`src/rtl/led_array_scan_driver.sv`:
```
`default_nettype none
// ============================================================================
// Module      : led_array_scan_driver
// Description : Column-scan driver for an N x N LED array. Each cycle the
//               column selected by x is decoded to a one-hot column strobe and
//               that column's cells are presented on the row drives. Both
//               outputs are registered (one cycle latency).
// Revision    : 1.0 - initial release
// ============================================================================
module led_array_scan_driver #(
    parameter int N    = 8,
    parameter int ROWS = N,
    parameter int COLS = N
) (
    input  logic                 clk,
    input  logic                 rst,
    input  logic                 ena,
    input  logic [N*N-1:0]       cells,
    input  logic [$clog2(N):0]   x,
    output logic [ROWS-1:0]      rows,
    output logic [COLS-1:0]      cols
);

    localparam int XW = $clog2(N) + 1;

    // Column masks: mask k selects bit N*j+k of cells for every row j.
    logic [N-1:0][N*N-1:0] w_masks;
    logic [N*N-1:0]        w_sel;
    logic [N-1:0]          w_rows;
    logic [N-1:0]          w_cols;
    logic [ROWS-1:0]       r_rows;
    logic [COLS-1:0]       r_cols;

    generate
        for (genvar k = 0; k < N; k++) begin : g_mask
            for (genvar b = 0; b < N*N; b++) begin : g_bit
                assign w_masks[k][b] = ((b % N) == k) ? 1'b1 : 1'b0;
            end
        end
    endgenerate

    // Pick the mask matching x; out-of-range x or ena=0 leaves nothing selected.
    always_comb begin
        w_sel  = '0;
        w_cols = '0;
        for (int k = 0; k < N; k++) begin
            if (ena && (x == XW'(k))) begin
                w_sel     = cells & w_masks[k];
                w_cols[k] = 1'b1;
            end
        end
    end

    // Each row drive is the OR of the selected cells lying in that row.
    generate
        for (genvar j = 0; j < N; j++) begin : g_row
            assign w_rows[j] = |w_sel[N*j +: N];
        end
    endgenerate

    // Output registers; reset clears the display immediately.
    always_ff @(posedge clk or posedge rst) begin
        if (rst) begin
            r_rows <= '0;
            r_cols <= '0;
        end else begin
            r_rows <= w_rows;
            r_cols <= w_cols;
        end
    end

    assign rows = r_rows;
    assign cols = r_cols;

endmodule
`default_nettype wire

```
`config.mk`:
```
export PLATFORM = sky130hd
export DESIGN_NAME = led_array_scan_driver
export DESIGN_NICKNAME = d
export VERILOG_FILES = /design/src/rtl/led_array_scan_driver.sv
export SDC_FILE = /design/constraint.sdc
export NUM_CORES = 1
export LEC_CHECK = 0
export CORE_ASPECT_RATIO = 1.75
export CORE_MARGIN = 10
export CORE_UTILIZATION = 31
export DETAILED_ROUTE_END_ITERATION = 10
export GPL_TIMING_DRIVEN = 0
export PLACE_DENSITY = 0.77
export SLEW_MARGIN = 30
export SYNTH_ARGS = -nofsm -noshare
export SYNTH_HDL_FRONTEND = slang
export SYNTH_SLANG_ARGS = --single-unit
```
`constraint.sdc`:
```
create_clock -name clk -period 0.8 [get_ports clk]
set_input_delay 0.16 -clock clk [delete_from_list [all_inputs] [get_ports clk]]
set_output_delay 0.16 -clock clk [all_outputs]
set_load 0.03 [all_outputs]
```
* Word-level counts from Yosys, hierarchy flattened
Cells that the tools add are included.
** Word-level totals
- Input bits :: 71
- Register bits after elaboration :: 16
- Word-level logic and storage cells :: 42
- Output and inout port bits :: 16
** Operators by class
- Equal/unequal tests :: 7
- Reductions and logical operators :: 17
- Mux-type cells :: 16
** Operator list (count)
- $mux W64 :: 3
- $reduce_or A8 Y1 :: 8
- $mux W61 :: 1
- $mux W60 :: 1
- $mux W59 :: 1
- $mux W58 :: 1
- $mux W57 :: 1
- $eq A4 B3 Y1 const B :: 4
- $eq A4 B2 Y1 const B :: 2
- $logic_and A1 B1 Y1 :: 8
- $mux W1 :: 8
- $eq A4 B1 Y1 const B :: 1
- $logic_not A4 Y1 :: 1

* Longest topological paths before layout
Gate-level depths: netlist of the first run.
- Depth in word-level cells :: 11
- Mapped depth :: 5

* Worst setup path before layout of the first run
No wires, ideal clock.
- Path kind :: input-to-reg
- From :: in x[0]
- To :: reg r_rows[2] (netlist: rows[2])
- Data arrival time :: 1.028 ns
- Path slack :: -0.349 ns
- Required time :: 0.679 ns
- Stages :: 3
- Library setup time :: 0.121 ns
- Path through :: buf_6 > mux4_2 > a22o_1
** On the way
- Cells in the longest elaborated chain, start to end :: 11
- Elaborated cells between the ends (all ways) :: 25
- Classes of those cells :: eq/ne (7); mux (8); reduce/logical (10)
** RTL lines
- start: declaration :: RTL line 19 : input logic [$clog2(N):0] x,
- $logic_not A4 Y1 :: RTL line 47 : if (ena && (x == XW'(k))) begin
- $logic_and A1 B1 Y1 :: RTL line 47
- $mux W57 :: RTL line 47
- $mux W58 :: RTL line 47
- $mux W59 :: RTL line 47
- $mux W60 :: RTL line 47
- $mux W61 :: RTL line 47
- $mux W64 (2 in series) :: RTL line 47
- $mux W64 (*) :: RTL line 47
- $reduce_or A8 Y1 (*) :: RTL line 57 : assign w_rows[j] = |w_sel[N*j +: N];
- named net w_rows[2] :: RTL line 29 : logic [N-1:0] w_rows;
- end signal: assignment :: RTL line 67 : r_rows <= w_rows;
- end: declaration :: RTL line 31 : logic [ROWS-1:0] r_rows;
Mark *: on every way through the listed nets, which the timed path passes. The rest lies on a longest branch.

* Worst setup path after layout of the first run
- From :: in x[0]
- To :: reg r_rows[3] (netlist: rows[3])
Same word-level chain as after synthesis.

==> summary.txt, run 1 <==
yosys warns - 0
crit-path max FO - 5
Iter 0 DRT Violations - 6
area of the mapped netlist - 994.7 um^2
syn nets - 147
vias in the first global route - 1,155
routed wire length - 3774 um
Final ANT Viol Nets - 0
Post-synth ARST share - 1.000
TritonCTS clock tree - done
first-pass iteration count of the detailed router - 3
most common flop cell mapped by yosys - dfrtp_1
H-tree Lvls - 1
Worst Path Required - 0.93 ns
GRT Overall Usage - 0.1195
Syn Inst Count - 76
final setup violating endpoints - 23
Hold Crit Start - x[2]
CTS buffer count - 3
share of layout cells above drive strength 1 - 0.3232
fin crit period - 0.9742 ns
unrepaired setup endpoints after global routing - yes
final core occ - 0.6514
XOR/XNOR Fraction of Synth Area - 0
cell area power density - 1067 nW/um^2
Root Buffer Master - clkbuf_8
DRC Markers - 0
via count - 985
starting density of the core - 0.3200
post-synthesis mux area share - 0.3434
Synth Area per Inst - 13.09 um^2
Fmax - 1027 MHz
nets - 237
largest net degree at the start of global routing - 17
largest family of logic cells by synthesized area - multiplexers
total grt overflow - 0
area delta synth->final - 103.5%
Critical Path AT - 1.10 ns
violated checks - setup timing
post-synthesis simple-gate area fraction - 0.1031
Ports - 87
number of synthesized flops with an enable pin - 0
Slew Limit Fails - 0
LEAKAGE - 0.9736 nW
# rows - 27
Yosys reg bits - 16
Core Area - 3108 um^2
final RePlAce weighted congestion - 0.7854
final worst slack - -0.1742 ns
Hold Slack - 0.2118 ns
die area - 5964 um^2
worst hold path type - in -> reg
WHS Path Cells - 3
post-synthesis adder-cell area fraction - 0
fraction of the cycle the final worst path needs - 1.218
fin cells - 208
first-pass GRT wire length - 5616 um
Reg clk slew, reported paths - 0.05 ns
Crit. End Element - flip-flop
final setup TNS - -2.720 ns
clk buf depth - 2
Routed wire per std cell - 18.14 um
# Max-Cap Violations - 0
Final Hold Vio Count - 0
Slew headroom - 0.6421
clock sink count - 16
maximum VDD drop - 0.6323 mV
crit path kind - in -> reg
Inst Count DP - 203
IO buf count - 84
worst hold endpoint - cols[4]$_DFF_PP0_
hold buffer count at cts - 0
status - finished, violations left
Seq/Total Area, Yosys - 0.4025
Die H - 94.94 um
Post-DP HPWL - 3378 um
via/cell ratio - 4.736
Yosys cell types - 24
Die X - 62.82 um
compound-gate portion of the synthesized area - 0.1031
Critical Path Source Type - input pin
initial antenna violation count - 0
Worst Tran Pin Value - 0.5362 ns
-- layout make-up --
| cell class | instances | area [um^2] |
|---|---|---|
| antenna | 1 | 2.502 |
| buffer | 6 | 81.33 |
| clock buffer | 3 | 41.29 |
| fill | 271 | 1084 |
| inverter | 3 | 11.26 |
| multi-input combinational | 51 | 610.6 |
| sequential | 16 | 400.4 |
| tap | 43 | 53.80 |
| timing repair buffer | 85 | 823.3 |
-- stage by stage --
| stage | area [um^2] | worst slack (ns) | power [mW] |
|---|---|---|---|
| finish | 2024 | -0.1742 | 2.160 |
| global route | 2022 | -0.1995 | 2.242 |
| global placement | 1934 | -0.9995 | 1.633 |
| detailed placement | 1934 | -1.017 | 1.649 |
| CTS | 1992 | -0.2022 | 2.159 |
| floorplan | 1040 | -0.2860 | 1.205 |
-- cell usage after synthesis (2+ instances only) --
master / number / share of area
mux2_2: 3 / 0.034
clkbuf_1: 2 / 0.0075
buf_2: 2 / 0.010
o21ai_0: 2 / 0.010
nor2_1: 7 / 0.026
inv_1: 3 / 0.011
mux4_1: 2 / 0.053
nor3_1: 2 / 0.010
mux2i_1: 3 / 0.030
a22o_1: 6 / 0.053
nor2b_1: 3 / 0.019
dfrtp_1: 16 / 0.40
a211oi_1: 2 / 0.015
nand2_1: 2 / 0.0075
mux4_2: 10 / 0.23
nand2b_1: 3 / 0.019
-- worst max-delay path by stage --
stage                     slack [ns]           endpoint  from
after detailed placement       -1.02  rows[2]$_DFF_PP0_  x[0]
after global placement          -1.0  rows[2]$_DFF_PP0_  x[0]
after global routing           -0.20  rows[4]$_DFF_PP0_  x[0]
final                          -0.17  rows[3]$_DFF_PP0_  x[0]
after floorplan                -0.29  rows[2]$_DFF_PP0_  x[0]
after CTS                      -0.20  rows[2]$_DFF_PP0_  x[0]
-- report_power, final --
part	leakage [nW]	internal, mW	switching, mW
Sequential	0.218	0.841	0.0135
Clock	0.0216	0.332	0.221
Combinational	0.734	0.467	0.286
-- routing by layer --
layer | track usage | wire [um]
met1 | 0.09775 | 1166
met5 | 0 | 0
met4 | 0.05805 | 58
met3 | 0.03555 | 292
met2 | 0.2474 | 2257
-- critical path, cell delays in order --
cell    delay [ns]
buf_12        0.10
buf_12        0.12
mux4_2        0.49
a22o_1        0.23
-- placed cells by master (no fill, tap or decap), types with 3 or more instances in the layout --
cell,count
dlygate4sd2_1,58
buf_6,18
dfrtp_1,16
mux4_2,12
nor2_1,7
a22o_1,6
clkdlybuf4s50_1,6
clkbuf_8,4
buf_12,3
mux2i_1,3
mux2_4,3
inv_1,3
-- state kept, by name (all words and copies together) (netlist names) --
name / count
cols: 8
rows: 8
-- kinds of logic (layout without fill, tap and decap cells) --
logic type,after synthesis,after routing
other cells,0,1
flops,16,16
compound gates,13,13
simple gates,20,20
mux,18,18
buf+inv,9,97
-- timing repair --
item	in CTS	in global routing
hold endpoints to repair	0	0
gates cloned	1	0
buffers inserted	0	0
endpoints found under the setup margin	32	28
pin swaps	12	6
resized for setup	194	10
(Power assumes the default switching activity.)
==> run 2, diff against run 1 <==
==> constraint.sdc (replaced) <==
create_clock -name clk -period 0.8 [get_ports clk]
set_input_delay 0.16 -clock clk [delete_from_list [all_inputs] [get_ports clk]]
set_output_delay 0.16 -clock clk [all_outputs]
set_load 0.1 [all_outputs]
==> run 2 against run 1 <==
Compared with the run above: the flow still finishes with violations (setup timing); die area stayed put; fmax decreased by 7.9%; design area rose by 18%; sequential share of layout area down 0.47 points; core utilization grew 12 points; clock-buffer cell count unchanged; wire length up 22%; hold slack gained 0.015 ns; largest cell class unchanged; largest power group is now combinational logic.
==> summary.txt, run 2 (same netlist as run 1, synthesis figures left out) <==
LEAKAGE - 1.055 nW (+8.4%)
worst slack, placed - -1.047 ns (-0.02990 ns)
Die X - 62.82 um (unchanged)
Post-DP HPWL - 3406 um (+0.85%)
finished layout cell area - 2385 um^2 (+18%)
Iter 0 DRT Violations - 15 (+9)
CP max stage delay - 0.48 ns (about the same)
via/cell ratio - 4.936 (+4.2%)
commonest non-fill, non-tap cell in the layout - dlygate4sd2_1
Reg clk slew, reported paths - 0.06 ns (about the same)
CTS buffer count - 3 (unchanged)
die area - 5964 um^2 (unchanged)
first-pass iteration count of the detailed router - 4 (+1)
Seq pwr share - 0.349 (-0.047)
Final ANT Viol Nets - 0 (unchanged)
final RePlAce weighted congestion - 0.7978 (+1.6%)
IO buf count - 84 (unchanged)
final setup TNS - -5.091 ns (-2.370 ns)
Worst Path Required - 0.64 ns (-0.29 ns)
cell family with most CP delay - flip-flops
nets - 246 (+3.8%)
vias in the first global route - 1,328 (+15%)
Slew Limit Fails - 0 (unchanged)
# rows - 27 (unchanged)
fin crit period - 1.058 ns (+0.08345 ns)
crit path kind - reg -> out
Die H - 94.94 um (unchanged)
first-pass GRT wire length - 6824 um (+22%)
Ports - 87 (unchanged)
Fmax - 945.5 MHz (-7.9%)
final worst slack - -0.2576 ns (-0.08345 ns)
TritonCTS clock tree - done
# Max-Cap Violations - 0 (unchanged)
H-tree Lvls - 1 (unchanged)
violated checks - setup timing
clock sink count - 16 (unchanged)
clk buf depth - 2 (unchanged)
Critical Path Source Type - flip-flop
Crit-path slowest cell - dfrtp_4
Crit. End Element - output port
Slew headroom - 0.7503 (+0.1082)
DP Area - 1994 um^2 (+3.1%)
cell area power density - 1064 nW/um^2 (-0.28%)
most frequent cells in the layout - 54 x dlygate4sd2_1, 20 x buf_12, 16 x dfrtp_4
total power draw - 2.537 mW (+17%)
fill count - 204 (-25%)
worst hold endpoint - cols[4]$_DFF_PP0_
Final Hold Vio Count - 0 (unchanged)
maximum VDD drop - 0.6420 mV (+1.5%)
Core Area - 3108 um^2 (unchanged)
crit-path max FO - 1 (-4)
Root Buffer Master - clkbuf_8
unrepaired setup endpoints after global routing - yes
hold buffer count at cts - 0 (unchanged)
area delta synth->final - 139.7%
Hold Crit Start - x[2]
final core occ - 0.7673 (+0.1159)
status - finished, violations left
Routed wire per std cell - 21.16 um (+17%)
Sequential Area - 460.4 um^2 (+15%)
initial antenna violation count - 0 (unchanged)
total grt overflow - 0 (unchanged)
worst hold path type - in -> reg
WHS Path Cells - 3 (unchanged)
final setup violating endpoints - 23 (unchanged)
GRT Overall Usage - 0.1466 (+0.02707)
Clk pwr share - 0.223 (-0.033)
share of layout cells above drive strength 1 - 0.4971 (+0.1739)
Internal Power - 1.775 mW (+8.3%)
starting density of the core - 0.3200 (unchanged)
fraction of the cycle the final worst path needs - 1.322 (+0.1043)
routed wire length - 4613 um (+22%)
crit path cell chain - buf_12
Critical Path AT - 0.90 ns (-0.20 ns)
area taken by multi-input logic gates - 665.6 um^2 (+9.0%)
via count - 1,076 (+9.2%)
DRC Markers - 0 (unchanged)
worst path bufs/invs - 1 (-1)
Psw - 0.7619 mW (+46%)
Sw Share - 0.3003 (+0.05942)
combinational power share - 0.427 (+0.079)
largest net degree at the start of global routing - 17 (unchanged)
Worst Tran Pin Value - 0.3745 ns (-0.1617 ns)
## run 2: metal layers
layer  part of all wire  GRT usage  up-vias
met5                  0          0        -
met4              0.021    0.08427        0
met3              0.058    0.03910        8
met2               0.61     0.2921       53
met1               0.31     0.1270      526
li1                   -          -      489
## run 2: how the worst max path moves through the flow
stage | to | cells after the start | start
after global placement | rows[4]$_DFF_PP0_ | 4 | x[0]
after global routing | cols[0] | 1 | cols[0]$_DFF_PP0_
after CTS | cols[3] | 1 | cols[3]$_DFF_PP0_
final | cols[0] | 1 | cols[0]$_DFF_PP0_
after floorplan | rows[2]$_DFF_PP0_ | 3 | x[0]
after detailed placement | rows[3]$_DFF_PP0_ | 4 | x[0]
## run 2: what timing repair did
action                     4_1_cts  5_1_grt
setup endpoints to repair       32       48
pin swaps                       12        9
setup buffers                    5        4
resized for setup              237       21
cloned                           1        0
hold endpoints to repair         0        0
## run 2: stage by stage
step / hold slack [ns] / cells
3_5_place_dp: 0.4950 / 203
4_1_cts: 0.2421 / 212
3_3_place_gp: 0.4902 / 203
6_report: 0.2272 / 218
2_1_floorplan: 0.07406 / 76
5_1_grt: 0.2465 / 216
## run 2: layout make-up
type / count / area share
Inverter: 3 / 0.006296
Sequential cell: 16 / 0.1931
Multi-Input combinational cell: 51 / 0.2791
Tap cell: 43 / 0.02256
Timing Repair Buffer: 94 / 0.4439
Antenna cell: 2 / 0.002099
Buffer: 6 / 0.03568
Clock buffer: 3 / 0.01731
## run 2: power groups by stage
stage / registers [mW] / clock network, mW / logic, mW
floorplan: 1.12 / 0 / 0.277
global placement: 0.883 / 0 / 0.940
detailed placement: 0.884 / 0 / 0.957
CTS: 0.885 / 0.570 / 1.02
global route: 0.890 / 0.602 / 1.14
finish: 0.886 / 0.567 / 1.08
==> run 3, diff against run 2 <==
--- a/config.mk
+++ b/config.mk
@@ -11,7 +11,7 @@
 export DETAILED_ROUTE_END_ITERATION = 10
 export GPL_TIMING_DRIVEN = 0
 export PLACE_DENSITY = 0.77
-export SLEW_MARGIN = 30
+export SLEW_MARGIN = 10
 export SYNTH_ARGS = -nofsm -noshare
 export SYNTH_HDL_FRONTEND = slang
 export SYNTH_SLANG_ARGS = --single-unit
==> results of run 3 <==
Final layout, timing and power as in run 2 (identical DEF).
